==> src/rtl/stopwatch_counter.sv <==
// stopwatch_counter
//   BCD stopwatch core. Counts 0.01 s ticks from the clock-division timer as
//   MM:SS.cc, applies start/stop, clear and lap (display freeze) commands and
//   presents a packed 6-digit BCD value to the display/scan logic.
//
// Ports
//   clk         system clock
//   rst         asynchronous, active-high reset
//   tick        0.01 s strobe, one clk wide
//   start_stop  command pulse: toggle run/pause (IDLE -> RUN)
//   clear       command pulse: zero count, snapshot, overflow, freeze
//               (honoured in IDLE and PAUSE, ignored in RUN)
//   lap         command pulse: toggle display freeze (RUN/PAUSE only)
//   disp        {m_tens, m_ones, s_tens, s_ones, cs_tens, cs_ones}
//   running     high in RUN
//   frozen      high while disp shows the lap snapshot
//   overflow    sticky, set when the count wraps past MIN_MAX:59.99
//   sec_pulse   one-cycle strobe after each seconds increment
//   state_o     current FSM state, for observation
//
// Handshake: there is no valid/ready pair. Every input is a single-cycle
// pulse sampled on each rising clk edge; a level held for k cycles is k
// commands. Outputs are registered (disp is a mux between two registers).
module stopwatch_counter #(
  parameter int MIN_MAX = 99
) (
  input  logic        clk,
  input  logic        rst,
  input  logic        tick,
  input  logic        start_stop,
  input  logic        clear,
  input  logic        lap,
  output logic [23:0] disp,
  output logic        running,
  output logic        frozen,
  output logic        overflow,
  output logic        sec_pulse,
  output logic [1:0]  state_o
);

  localparam logic [1:0] ST_IDLE  = 2'd0;
  localparam logic [1:0] ST_RUN   = 2'd1;
  localparam logic [1:0] ST_PAUSE = 2'd2;

  localparam logic [3:0] MAX_TENS = 4'(MIN_MAX / 10);
  localparam logic [3:0] MAX_ONES = 4'(MIN_MAX % 10);

  logic [1:0]  state_q, state_d;
  logic [3:0]  cs1_q, cs10_q, s1_q, s10_q, m1_q, m10_q;
  logic [3:0]  cs1_d, cs10_d, s1_d, s10_d, m1_d, m10_d;
  logic [23:0] snap_q, snap_d;
  logic        frozen_q, frozen_d;
  logic        ovf_q, ovf_d;
  logic        sec_q, sec_d;

  logic        count_en;
  logic        clear_acc;
  logic        lap_acc;
  logic        at_max;
  logic [23:0] count_d;

  // Ticks count only when the state before the edge is RUN, so a tick that
  // coincides with leaving RUN is counted and one entering RUN is not.
  assign count_en  = tick && (state_q == ST_RUN);
  assign clear_acc = clear && (state_q != ST_RUN);
  assign lap_acc   = lap && (state_q != ST_IDLE);
  assign at_max    = (m10_q == MAX_TENS) && (m1_q == MAX_ONES);

  // Next-state FSM; clear has priority over start_stop.
  always_comb begin
    state_d = state_q;
    if (clear_acc) begin
      state_d = ST_IDLE;
    end else if (start_stop) begin
      case (state_q)
        ST_IDLE:  state_d = ST_RUN;
        ST_RUN:   state_d = ST_PAUSE;
        ST_PAUSE: state_d = ST_RUN;
        default:  state_d = ST_IDLE;
      endcase
    end
  end

  // BCD ripple increment; carries propagate cs -> s -> m.
  always_comb begin
    cs1_d  = cs1_q;
    cs10_d = cs10_q;
    s1_d   = s1_q;
    s10_d  = s10_q;
    m1_d   = m1_q;
    m10_d  = m10_q;
    ovf_d  = ovf_q;
    sec_d  = 1'b0;
    if (count_en) begin
      if (cs1_q != 4'd9) begin
        cs1_d = cs1_q + 4'd1;
      end else begin
        cs1_d = 4'd0;
        if (cs10_q != 4'd9) begin
          cs10_d = cs10_q + 4'd1;
        end else begin
          cs10_d = 4'd0;
          sec_d  = 1'b1;
          if (s1_q != 4'd9) begin
            s1_d = s1_q + 4'd1;
          end else begin
            s1_d = 4'd0;
            if (s10_q != 4'd5) begin
              s10_d = s10_q + 4'd1;
            end else begin
              s10_d = 4'd0;
              if (at_max) begin
                // Wrap past the top minute: everything back to zero.
                m1_d  = 4'd0;
                m10_d = 4'd0;
                ovf_d = 1'b1;
              end else if (m1_q != 4'd9) begin
                m1_d = m1_q + 4'd1;
              end else begin
                m1_d  = 4'd0;
                m10_d = m10_q + 4'd1;
              end
            end
          end
        end
      end
    end
    if (clear_acc) begin
      cs1_d  = 4'd0;
      cs10_d = 4'd0;
      s1_d   = 4'd0;
      s10_d  = 4'd0;
      m1_d   = 4'd0;
      m10_d  = 4'd0;
      ovf_d  = 1'b0;
    end
  end

  assign count_d = {m10_d, m1_d, s10_d, s1_d, cs10_d, cs1_d};

  // Lap: freezing captures the post-edge count, so a same-cycle tick is in it.
  always_comb begin
    snap_d   = snap_q;
    frozen_d = frozen_q;
    if (clear_acc) begin
      snap_d   = 24'd0;
      frozen_d = 1'b0;
    end else if (lap_acc) begin
      if (!frozen_q) begin
        snap_d   = count_d;
        frozen_d = 1'b1;
      end else begin
        frozen_d = 1'b0;
      end
    end
  end

  always_ff @(posedge clk or posedge rst) begin
    if (rst) begin
      state_q  <= ST_IDLE;
      cs1_q    <= 4'd0;
      cs10_q   <= 4'd0;
      s1_q     <= 4'd0;
      s10_q    <= 4'd0;
      m1_q     <= 4'd0;
      m10_q    <= 4'd0;
      snap_q   <= 24'd0;
      frozen_q <= 1'b0;
      ovf_q    <= 1'b0;
      sec_q    <= 1'b0;
    end else begin
      state_q  <= state_d;
      cs1_q    <= cs1_d;
      cs10_q   <= cs10_d;
      s1_q     <= s1_d;
      s10_q    <= s10_d;
      m1_q     <= m1_d;
      m10_q    <= m10_d;
      snap_q   <= snap_d;
      frozen_q <= frozen_d;
      ovf_q    <= ovf_d;
      sec_q    <= sec_d;
    end
  end

  assign disp      = frozen_q ? snap_q : {m10_q, m1_q, s10_q, s1_q, cs10_q, cs1_q};
  assign running   = (state_q == ST_RUN);
  assign frozen    = frozen_q;
  assign overflow  = ovf_q;
  assign sec_pulse = sec_q;
  assign state_o   = state_q;

endmodule

==> config.mk <==
export PLATFORM = sky130hd
export DESIGN_NAME = stopwatch_counter
export DESIGN_NICKNAME = d
export VERILOG_FILES = /design/src/rtl/stopwatch_counter.sv
export SDC_FILE = /design/constraint.sdc
export NUM_CORES = 1
export LEC_CHECK = 0
export CAP_MARGIN = 20
export CORE_UTILIZATION = 35
export CTS_CLUSTER_SIZE = 28
export DETAILED_ROUTE_END_ITERATION = 8
export MAX_ROUTING_LAYER = met4
export SLEW_MARGIN = 20
export SYNTH_ARGS = -nofsm -noshare
export SYNTH_HDL_FRONTEND = slang
export SYNTH_SLANG_ARGS = --single-unit
export TNS_END_PERCENT = 20
==> constraint.sdc <==
create_clock -name clk -period 4 [get_ports clk]
set_input_delay 0.4 -clock clk [delete_from_list [all_inputs] [get_ports clk]]
set_output_delay 0.4 -clock clk [all_outputs]
set_load 0.03 [all_outputs]
==> results of run 1 <==
[per-layer routing]
metal | vias to the layer above | global-route usage | wire length [um]
met5 | - | - | 0
met4 | 0 | 0.0469 | 79
met3 | 6 | 0.0307 | 210
met2 | 42 | 0.250 | 2920
met1 | 1072 | 0.221 | 3130
li1 | 1059 | - | -
[flip-flops by register name (all words and copies together) (netlist names), 2 cells and up]
signal / count
s10_q: 4
m10_q: 4
m1_q: 4
state_o: 2
s1_q: 4
snap_q: 24
cs10_q: 4
cs1_q: 4
[per-stage QoR]
stage                     area, um2  total power, W  utilization
after detailed placement       3310         0.00109        0.424
final                          3430         0.00146        0.440
after global routing           3430         0.00154        0.440
after CTS                      3430         0.00148        0.440
after global placement         3290         0.00108        0.421
after floorplan                2850        0.000934            -
[power groups by stage]
stage	clock network (W)	registers, W	logic [W]
final	0.000389	0.000640	0.000433
after global routing	0.000418	0.000650	0.000473
after CTS	0.000397	0.000640	0.000438
after detailed placement	0	0.000651	0.000437
after global placement	0	0.000650	0.000430
after floorplan	0	0.000643	0.000291
[path summary, 6_finish.rpt]
kind / from / to / slack, ps / depth (start not counted)
max reg2reg: frozen / snap_q[1] / 1500 / 4
max in group asynchronous: rst / state_o[1] / 3080 / 3
min: rst / m10_q[2] / 400 / 2
min reg2reg: snap_q[23] / snap_q[23] / 490 / 2
min in group clk: snap_q[23] / snap_q[23] / 490 / 2
max: frozen / disp[12] / 1130 / 3
[cells by family (layout without fill, tap and decap cells)]
logic type | count (synthesis) | after routing | share of synthesized area
flip-flops | 53 | 53 | 0.466
AND/OR/NAND/NOR | 99 | 99 | 0.182
AO/OA/AOI/OAI | 57 | 57 | 0.120
adder cells (fa/ha/maj) | 12 | 12 | 0.0527
buffers and inverters | 23 | 57 | 0.0351
XOR/XNOR | 7 | 7 | 0.0215
multiplexers | 31 | 31 | 0.123
[cells in the final DEF, fill, tap and decap left out, types with 2 or more instances in the layout]
master / n
nand3b_1: 5
xor2_1: 6
inv_1: 7
o21ai_0: 26
and3_1: 2
clkdlybuf4s50_1: 35
or2_2: 2
nor3_1: 2
nand3_1: 11
mux2_2: 26
a21oi_2: 2
nor2b_1: 3
and2_1: 3
dfrtp_1: 53
mux2i_1: 3
a22o_1: 3
ha_1: 12
inv_2: 2
nand2_1: 27
clkbuf_8: 6
o21a_1: 2
or3_1: 4
buf_4: 4
a21oi_1: 12
and3b_1: 6
nor2_2: 2
nor2_1: 23
a31oi_1: 3
nand4_1: 3
[worst max-delay path: cells and delay by family, from the launching register on]
kind | cells | cell delay, ps
mux | 1 | 380
buf+inv | 2 | 960
flops | 1 | 820
[final cells by class]
class                           count  share of cell area
Timing Repair Buffer               40               0.117
Tap cell                          102              0.0372
Inverter                            9             0.00984
Multi-Input combinational cell    206               0.415
Clock buffer                        6              0.0241
Clock inverter                      2              0.0109
Sequential cell                    53               0.386
==> impl_metrics.env, run 1 <==
export IMPL_grt_start_max_net_pins=35
export IMPL_place_ws_ps=1460
export IMPL_crit_type="reg2out"
export IMPL_drv_cap=0
export IMPL_syn_nets=300
export IMPL_worst_pin_slew_ps=780
export IMPL_clk_pin_slew_ps=100
export IMPL_p_seq_frac=0.438
export IMPL_p_sw_w=0.000503
export IMPL_ff_latch_area_um2=1330
export IMPL_grt_usage=0.163
export IMPL_nets=333
export IMPL_clkPwrFrac=0.266
export IMPL_finalSetupViolCount=0
export IMPL_ys_top_cells_by_area="dfrtp_1 (47%), mux2_2 (10%), ha_1 (5.3%)"
export IMPL_rsz0062_at_grt="false"
export IMPL_critPathRequiredTime_ps=3600
export IMPL_drtAntennaViolNets=0
export IMPL_die_area_um2=8500
export IMPL_p_leak_nw=1.52
export IMPL_hold_violations=0
export IMPL_antenna_found_initial=0
export IMPL_yosys_top_cells_count="dfrtp_1 (53), nand2_1 (27), mux2_2 (26), o21ai_0 (26), nor2_1 (24)"
export IMPL_power_density_nw_per_um2=426
export IMPL_diodes=0
export IMPL_timing_final_crit_period_ps=2870
export IMPL_path_max_fanout=18
export IMPL_cts_htree_levels=2
export IMPL_swShare=0.344
export IMPL_fmax_mhz=349
export IMPL_synth_most_common_cell="dfrtp_1"
export IMPL_cts_inserted_buffers=5
export IMPL_dpl_hpwl_um=4350
export IMPL_core_area_um2=7810
export IMPL_drtIter0Drc=125
export IMPL_finalWorstSetupSlack_ps=1130
export IMPL_start_util=0.365
export IMPL_status="finished clean"
export IMPL_drive_gt1_frac=0.165
export IMPL_clock_sinks=53
export IMPL_dieWidth_um=92.2
export IMPL_share_comb_of_total_power=0.296
export IMPL_peakVddDrop_mv=0.224
export IMPL_ys_seq_area_frac=0.466
export IMPL_ys_types=48
export IMPL_hold_buffers=0
export IMPL_root_buffer="clkbuf_8"
export IMPL_routed_wl_um=6350
export IMPL_ys_seq_elements=53
export IMPL_synth_top_area_frac=0.466
export IMPL_post_cts_buffers=0
export IMPL_setup_tns_final_ps=0
export IMPL_synth_ff_type="dfrtp_1"
export IMPL_synth_edff_count=0
export IMPL_fill_cells=745
export IMPL_via_per_inst=5.21
export IMPL_synth_top_area_cell="dfrtp_1"
export IMPL_syn_inst=282
export IMPL_hp_class="in2async"
export IMPL_finalCritPeriodShare=0.717
export IMPL_internal_power_w=0.000959
export IMPL_wl_per_cell_um=15.2
export IMPL_io_pins=36
export IMPL_yosysWarnings=0
export IMPL_dr_pass1_iters=4
export IMPL_worst_skew_pair_late_latency_ps=320
export IMPL_dp_cells=410
export IMPL_crit_path_end_kind="output pin"
export IMPL_avgSynthCellArea_um2=10.1
export IMPL_fp_row_count=32
export IMPL_die_height_um=92.2
export IMPL_syn_to_final_growth_pct=20.5
export IMPL_synth_area_um2=2850
export IMPL_via_count=2179
export IMPL_worstPathArrival_ps=2470
export IMPL_skew_ps=8.78
export IMPL_fin_cells=418
export IMPL_cts_tree="built"
export IMPL_grt_pass1_vias=2082
export IMPL_place_congestion=0.794
export IMPL_slew_violations=0
export IMPL_drc=0
export IMPL_synthArstFlopShare=1.00
export IMPL_grt_first_pass_wirelength_um=10500
export IMPL_crit_path_max_incr_delay_ps=820
export IMPL_cts_max_path_buffers=2
export IMPL_slowest_stage="dfrtp_1"
export IMPL_grt_overflow=0
export IMPL_multiInputGateArea_um2=1420
export IMPL_io_buffers=35
export IMPL_startpoint_type="register"
export IMPL_cts_resized=0
export IMPL_slew_headroom=0.480
export IMPL_hold_ws_ps=395
export IMPL_crit_path_cell_trace="buf_4 > mux2_2 > clkdlybuf4s50_1"
No activity file was read; power rests on OpenSTA's default activity.
==> run 2: changes to the inputs <==
==> constraint.sdc (replaced) <==
create_clock -name clk -period 3 [get_ports clk]
set_input_delay 0.3 -clock clk [delete_from_list [all_inputs] [get_ports clk]]
set_output_delay 0.3 -clock clk [all_outputs]
set_load 0.03 [all_outputs]
==> run 2 against run 1 <==
Against the previous run:
- first-iteration DRC count fell by 22%
- non-clock buffer count grew 3
- clock power grew 24%
- wire length is 4.4% lower
- worst hold slack lost 170 ps
- clock-buffer cell count is the same
- utilization is essentially flat
- cell count increased by 0.72%
- sequential power grew 29%
- power grew 32%
- flip-flop and latch count stayed put
- setup slack worse by 410 ps
- critical path type unchanged
- critical endpoint is now disp[13]
- largest cell class unchanged
- largest power group unchanged
==> impl_metrics.env, run 2 (synthesis results as in run 1) <==
export IMPL_status="finished clean"
export IMPL_io_pins=36
export IMPL_skew_ps=11.6
export IMPL_worst_skew_pair_late_latency_ps=300
export IMPL_drive_gt1_frac=0.166
export IMPL_via_per_inst=5.10
export IMPL_fp_row_count=32
export IMPL_layout_common_cells="dfrtp_1 (53), clkdlybuf4s50_1 (35), nand2_1 (27), o21ai_0 (26), mux2_2 (26)"
export IMPL_clock_sinks=53
export IMPL_die_area_um2=8500
export IMPL_setup_tns_final_ps=0
export IMPL_drtAntennaViolNets=0
export IMPL_wl_met2_um=2840
export IMPL_crit_type="reg2out"
export IMPL_grt_start_max_net_pins=29
export IMPL_cts_tree="built"
export IMPL_grt_pass1_vias=2137
export IMPL_grt_first_pass_wirelength_um=10400
export IMPL_hp_class="in2async"
export IMPL_power_density_nw_per_um2=563
export IMPL_wl_met3_um=174
export IMPL_p_seq_frac=0.427
export IMPL_highest_layer="met4"
export IMPL_slowest_stage="clkdlybuf4s50_1"
export IMPL_finalWorstSetupSlack_ps=727
export IMPL_timing_final_crit_period_ps=2270
export IMPL_rrSetupSlack_ps=900
export IMPL_hold_violations=0
export IMPL_antenna_found_initial=0
export IMPL_clk_pin_slew_ps=100
export IMPL_slew_headroom=0.629
export IMPL_hold_buffers=0
export IMPL_root_buffer="clkbuf_8"
export IMPL_worstPathArrival_ps=1970
export IMPL_cts_max_path_buffers=2
export IMPL_die_height_um=92.2
export IMPL_hold_ws_ps=227
export IMPL_finalCritPeriodShare=0.758
export IMPL_rsz0062_at_grt="false"
export IMPL_multiInputGateArea_um2=1420
export IMPL_ff_latch_area_um2=1330
export IMPL_place_ws_ps=772
export IMPL_p_sw_w=0.000662
export IMPL_place_congestion=0.824
export IMPL_io_buffers=35
export IMPL_drtIter0Drc=98
export IMPL_worst_path_buf_inv=2
export IMPL_swShare=0.343
export IMPL_clkPwrFrac=0.250
export IMPL_wl_per_cell_um=14.4
export IMPL_crit_path_end_kind="output pin"
export IMPL_drv_cap=0
export IMPL_fmax_mhz=440
export IMPL_cp_top_family="buffers and inverters"
export IMPL_finalSetupViolCount=0
export IMPL_grt_usage=0.159
export IMPL_slew_violations=0
export IMPL_drc=0
export IMPL_share_comb_of_total_power=0.323
export IMPL_grt_overflow=0
export IMPL_worst_pin_slew_ps=555
export IMPL_critPathRequiredTime_ps=2700
export IMPL_internal_power_w=0.00127
export IMPL_peakVddDrop_mv=0.326
export IMPL_dr_pass1_iters=4
export IMPL_dpl_hpwl_um=4340
export IMPL_path_max_fanout=18
export IMPL_start_util=0.365
export IMPL_cts_inserted_buffers=5
export IMPL_cts_htree_levels=2
export IMPL_routed_wl_um=6070
export IMPL_core_area_um2=7810
export IMPL_crit_path_max_incr_delay_ps=740
export IMPL_fill_cells=785
export IMPL_nets=336
export IMPL_post_cts_buffers=0
export IMPL_top_register="snap_q"
export IMPL_crit_path_cell_trace="buf_4 > o21ai_0 > clkdlybuf4s50_1"
export IMPL_dieWidth_um=92.2
export IMPL_cts_resized=0
export IMPL_startpoint_type="register"
export IMPL_syn_to_final_growth_pct=20.5
export IMPL_layout_commonest_cell="dfrtp_1"
export IMPL_p_leak_nw=1.53
export IMPL_wl_met1_um=2990
export IMPL_diodes=0
export IMPL_via_count=2147
export IMPL_largest_reg_flops=24
[run 2: cell count changes in the layout (fill, tap and decap cells not counted), sizes merged]
| cell | previous run | this run |
|---|---|---|
| clkinvlp | 1 | 0 |
| clkinv | 0 | 1 |
| buf | 5 | 8 |
[run 2: layer usage]
layer,vias to the layer above,track usage
li1,1058,-
met1,1055,0.215
met2,30,0.251
met3,4,0.0274
met4,0,0.0352
met5,-,-
[run 2: power by group through the flow]
stage	combinational [W]	clock (W)	sequential, W
2_1_floorplan	0.000388	0	0.000858
3_3_place_gp	0.000629	0	0.000834
3_5_place_dp	0.000631	0	0.000836
4_1_cts	0.000633	0.000501	0.000822
5_1_grt	0.000677	0.000528	0.000830
6_report	0.000624	0.000484	0.000824
[run 2: path summary, 6_finish.rpt]
| path | to | from | cells after the start |
|---|---|---|---|
| min in group clk | snap_q[22] | snap_q[22] | 2 |
| max in group asynchronous | snap_q[9] | rst | 3 |
| max | disp[13] | frozen | 3 |
| min reg2reg | snap_q[22] | snap_q[22] | 2 |
| max reg2reg | snap_q[21] | cs10_q[1] | 8 |
| min | snap_q[19] | rst | 2 |
[run 2: layout make-up]
type,count,area share
flip-flops and latches,53,0.387
repair buffers,43,0.120
well taps,102,0.0372
multi-input cells,206,0.414
clock inverters,2,0.0113
inverters,9,0.00985
clock buffers,6,0.0212
[run 2: metrics by stage]
stage | area, um2 | total power, W | cells | utilization
2_1_floorplan | 2850 | 0.00125 | 282 | -
3_3_place_gp | 3320 | 0.00146 | 413 | 0.425
3_5_place_dp | 3320 | 0.00147 | 413 | 0.425
4_1_cts | 3430 | 0.00196 | 421 | 0.439
5_1_grt | 3430 | 0.00203 | 421 | 0.439
6_report | 3430 | 0.00193 | 421 | 0.439
[run 2: worst register-to-register path, stage by stage (launching register included)]
cell and delay (ps):
dfrtp_1 420, inv_1 110, ha_1 140, and3b_1 320
nand3_4 180, inv_2 210, nand3_2 150, mux2_4 350
o21ai_1 130
==> run 3: changes to the inputs <==
==> constraint.sdc (replaced) <==
create_clock -name clk -period 1.9 [get_ports clk]
set_input_delay 0.19 -clock clk [delete_from_list [all_inputs] [get_ports clk]]
set_output_delay 0.19 -clock clk [all_outputs]
set_load 0.03 [all_outputs]
==> run 3 against run 2 <==
Against the previous run:
- clock power grew 84%
- largest power group unchanged
- sequential share of layout area shrank 2.8 points
- combinational power up 89%
==> impl_metrics.env, run 3 (synthesis results as in run 1) <==
export IMPL_status="finished clean"
export IMPL_via_per_inst=5.00
export IMPL_drc=0
export IMPL_place_ws_ps=-35.9
export IMPL_rr_worst_depth=8
export IMPL_slew_violations=0
export IMPL_internal_power_w=0.00227
export IMPL_antenna_found_initial=0
export IMPL_io_buffers=35
export IMPL_cts_tree="built"
export IMPL_swShare=0.325
export IMPL_p_sw_w=0.00109
export IMPL_fin_cells=448
export IMPL_diodes=0
export IMPL_p_seq_frac=0.383
export IMPL_top_register="snap_q"
export IMPL_syn_to_final_growth_pct=29.9
export IMPL_dp_cells=438
export IMPL_rrSetupSlack_ps=130
export IMPL_crit_path_end_kind="output pin"
export IMPL_io_pins=36
export IMPL_die_area_um2=8500
export IMPL_grt_start_max_net_pins=54
export IMPL_skew_ps=8.00
export IMPL_worstPathArrival_ps=1590
export IMPL_place_congestion=0.831
export IMPL_worst_skew_pair_late_latency_ps=300
export IMPL_nets=363
export IMPL_dpl_cell_area_um2=3540
export IMPL_core_area_um2=7810
export IMPL_cp_top_family="buffers and inverters"
export IMPL_cts_max_path_buffers=2
export IMPL_fmax_mhz=560
export IMPL_fp_row_count=32
export IMPL_regToRegStartpoint="cs10_q[1]"
export IMPL_final_area_um2=3700
export IMPL_worst_path_buf_inv=2
export IMPL_worst_pin_slew_ps=311
export IMPL_dieWidth_um=92.2
export IMPL_wl_per_cell_um=14.2
export IMPL_p_leak_nw=1.80
export IMPL_layout_commonest_cell="dfrtp_1"
export IMPL_power_density_nw_per_um2=908
export IMPL_cts_htree_levels=2
export IMPL_drtIter0Drc=73
export IMPL_r2r_end="snap_q[13]"
export IMPL_share_comb_of_total_power=0.352
export IMPL_hold_violations=0
export IMPL_clk_pin_slew_ps=90
export IMPL_die_height_um=92.2
export IMPL_routed_wl_um=6360
export IMPL_cp_depth=3
export IMPL_start_util=0.365
export IMPL_timing_final_crit_period_ps=1780
export IMPL_largest_reg_flops=24
export IMPL_drtAntennaViolNets=0
export IMPL_crit_path_max_incr_delay_ps=420
export IMPL_startpoint="frozen"
export IMPL_grt_usage=0.163
export IMPL_finalWorstSetupSlack_ps=116
export IMPL_crit_end="disp[14]"
export IMPL_crit_path_cell_trace="buf_12 > mux2_2 > dlygate4sd2_1"
export IMPL_dr_pass1_iters=4
export IMPL_clkPwrFrac=0.265
export IMPL_hp_class="in2async"
export IMPL_critPathRequiredTime_ps=1710
export IMPL_peakVddDrop_mv=0.444
export IMPL_cts_inserted_buffers=5
export IMPL_grt_first_pass_wirelength_um=10800
export IMPL_hold_buffers=0
export IMPL_dpl_hpwl_um=4600
export IMPL_finalCritPeriodShare=0.939
export IMPL_root_buffer="clkbuf_8"
export IMPL_grt_overflow=0
export IMPL_crit_type="reg2out"
export IMPL_slowest_stage="dfrtp_2"
export IMPL_startpoint_type="register"
export IMPL_via_count=2241
export IMPL_slew_headroom=0.790
export IMPL_drive_gt1_frac=0.277
export IMPL_grt_pass1_vias=2259
export IMPL_layout_common_cells="dfrtp_1 (52), buf_4 (38), nand2_1 (27), o21ai_0 (26), mux2_2 (26)"
export IMPL_drv_cap=0
export IMPL_postLayoutCoreUtil=0.474
export IMPL_path_max_fanout=17
export IMPL_rsz0062_at_grt="false"
export IMPL_finalSetupViolCount=0
export IMPL_clock_sinks=53
[run 3: cell types whose count changed in the layout (fill, tap and decap cells not counted), sizes merged]
| cell | change |
|---|---|
| buf | +34 |
| clkdlybuf4s50 | -26 |
| dlygate4sd2 | +17 |
| bufinv | +1 |
| clkbuf | -1 |
| dlymetal6s2s | +1 |
| nand3 | +1 |
[run 3: worst min-delay path by stage]
stage | start | end | slack (ps) | cells after the start
2_1_floorplan | clear | frozen | 280 | 1
3_3_place_gp | snap_q[22] | snap_q[22] | 460 | 2
3_5_place_dp | snap_q[22] | snap_q[22] | 460 | 2
4_1_cts | rst | snap_q[5] | 250 | 3
5_1_grt | rst | cs10_q[2] | 260 | 3
6_report | rst | snap_q[20] | 240 | 3
[run 3: layout make-up]
cell class | count | area, um2
Sequential cell | 53 | 1330
Clock inverter | 3 | 65.1
Fill cell | 732 | 4110
Clock buffer | 5 | 68.8
Timing Repair Buffer | 69 | 617
Tap cell | 102 | 128
Multi-Input combinational cell | 207 | 1460
Inverter | 9 | 36.3
[run 3: worst register-to-register path, cell delays in order, from the launching register on]
cell     delay, ps
dfrtp_1        390
inv_1           70
ha_1           130
and3b_2        290
buf_4          150
nand4_1        150
nand3_1        130
o31ai_1         90
mux2_2         260
[run 3: timing repair]
item | in CTS | in global routing
resized for setup | 17 | 11
endpoints found under the setup margin | 17 | 27
gates cloned | 0 | 1
pin swaps | 0 | 1
setup buffers | 0 | 1
[run 3: routing by layer]
| layer | share of wire | vias to the layer above | global-route usage |
|---|---|---|---|
| li1 | - | 1115 | - |
| met1 | 0.48 | 1075 | 0.215 |
| met2 | 0.47 | 49 | 0.258 |
| met3 | 0.044 | 2 | 0.0315 |
| met4 | 0.0063 | 0 | 0.0443 |
| met5 | 0 | - | - |
[run 3: power by group through the flow]
stage          Clock (W)  Sequential [W]  Combinational, W
3_3_place_gp           0         0.00130           0.00118
3_5_place_dp           0         0.00130           0.00119
2_1_floorplan          0         0.00135          0.000612
4_1_cts         0.000923         0.00128           0.00118
5_1_grt         0.000961         0.00130           0.00128
6_report        0.000892         0.00129           0.00118
[run 3: per-stage QoR]
stage                     power [W]  hold slack [ps]  setup TNS [ps]
after global routing        0.00354              258               0
after detailed placement    0.00249              465            -110
after floorplan             0.00197              279               0
after global placement      0.00248              461               0
final                       0.00336              244               0
after CTS                   0.00338              253               0
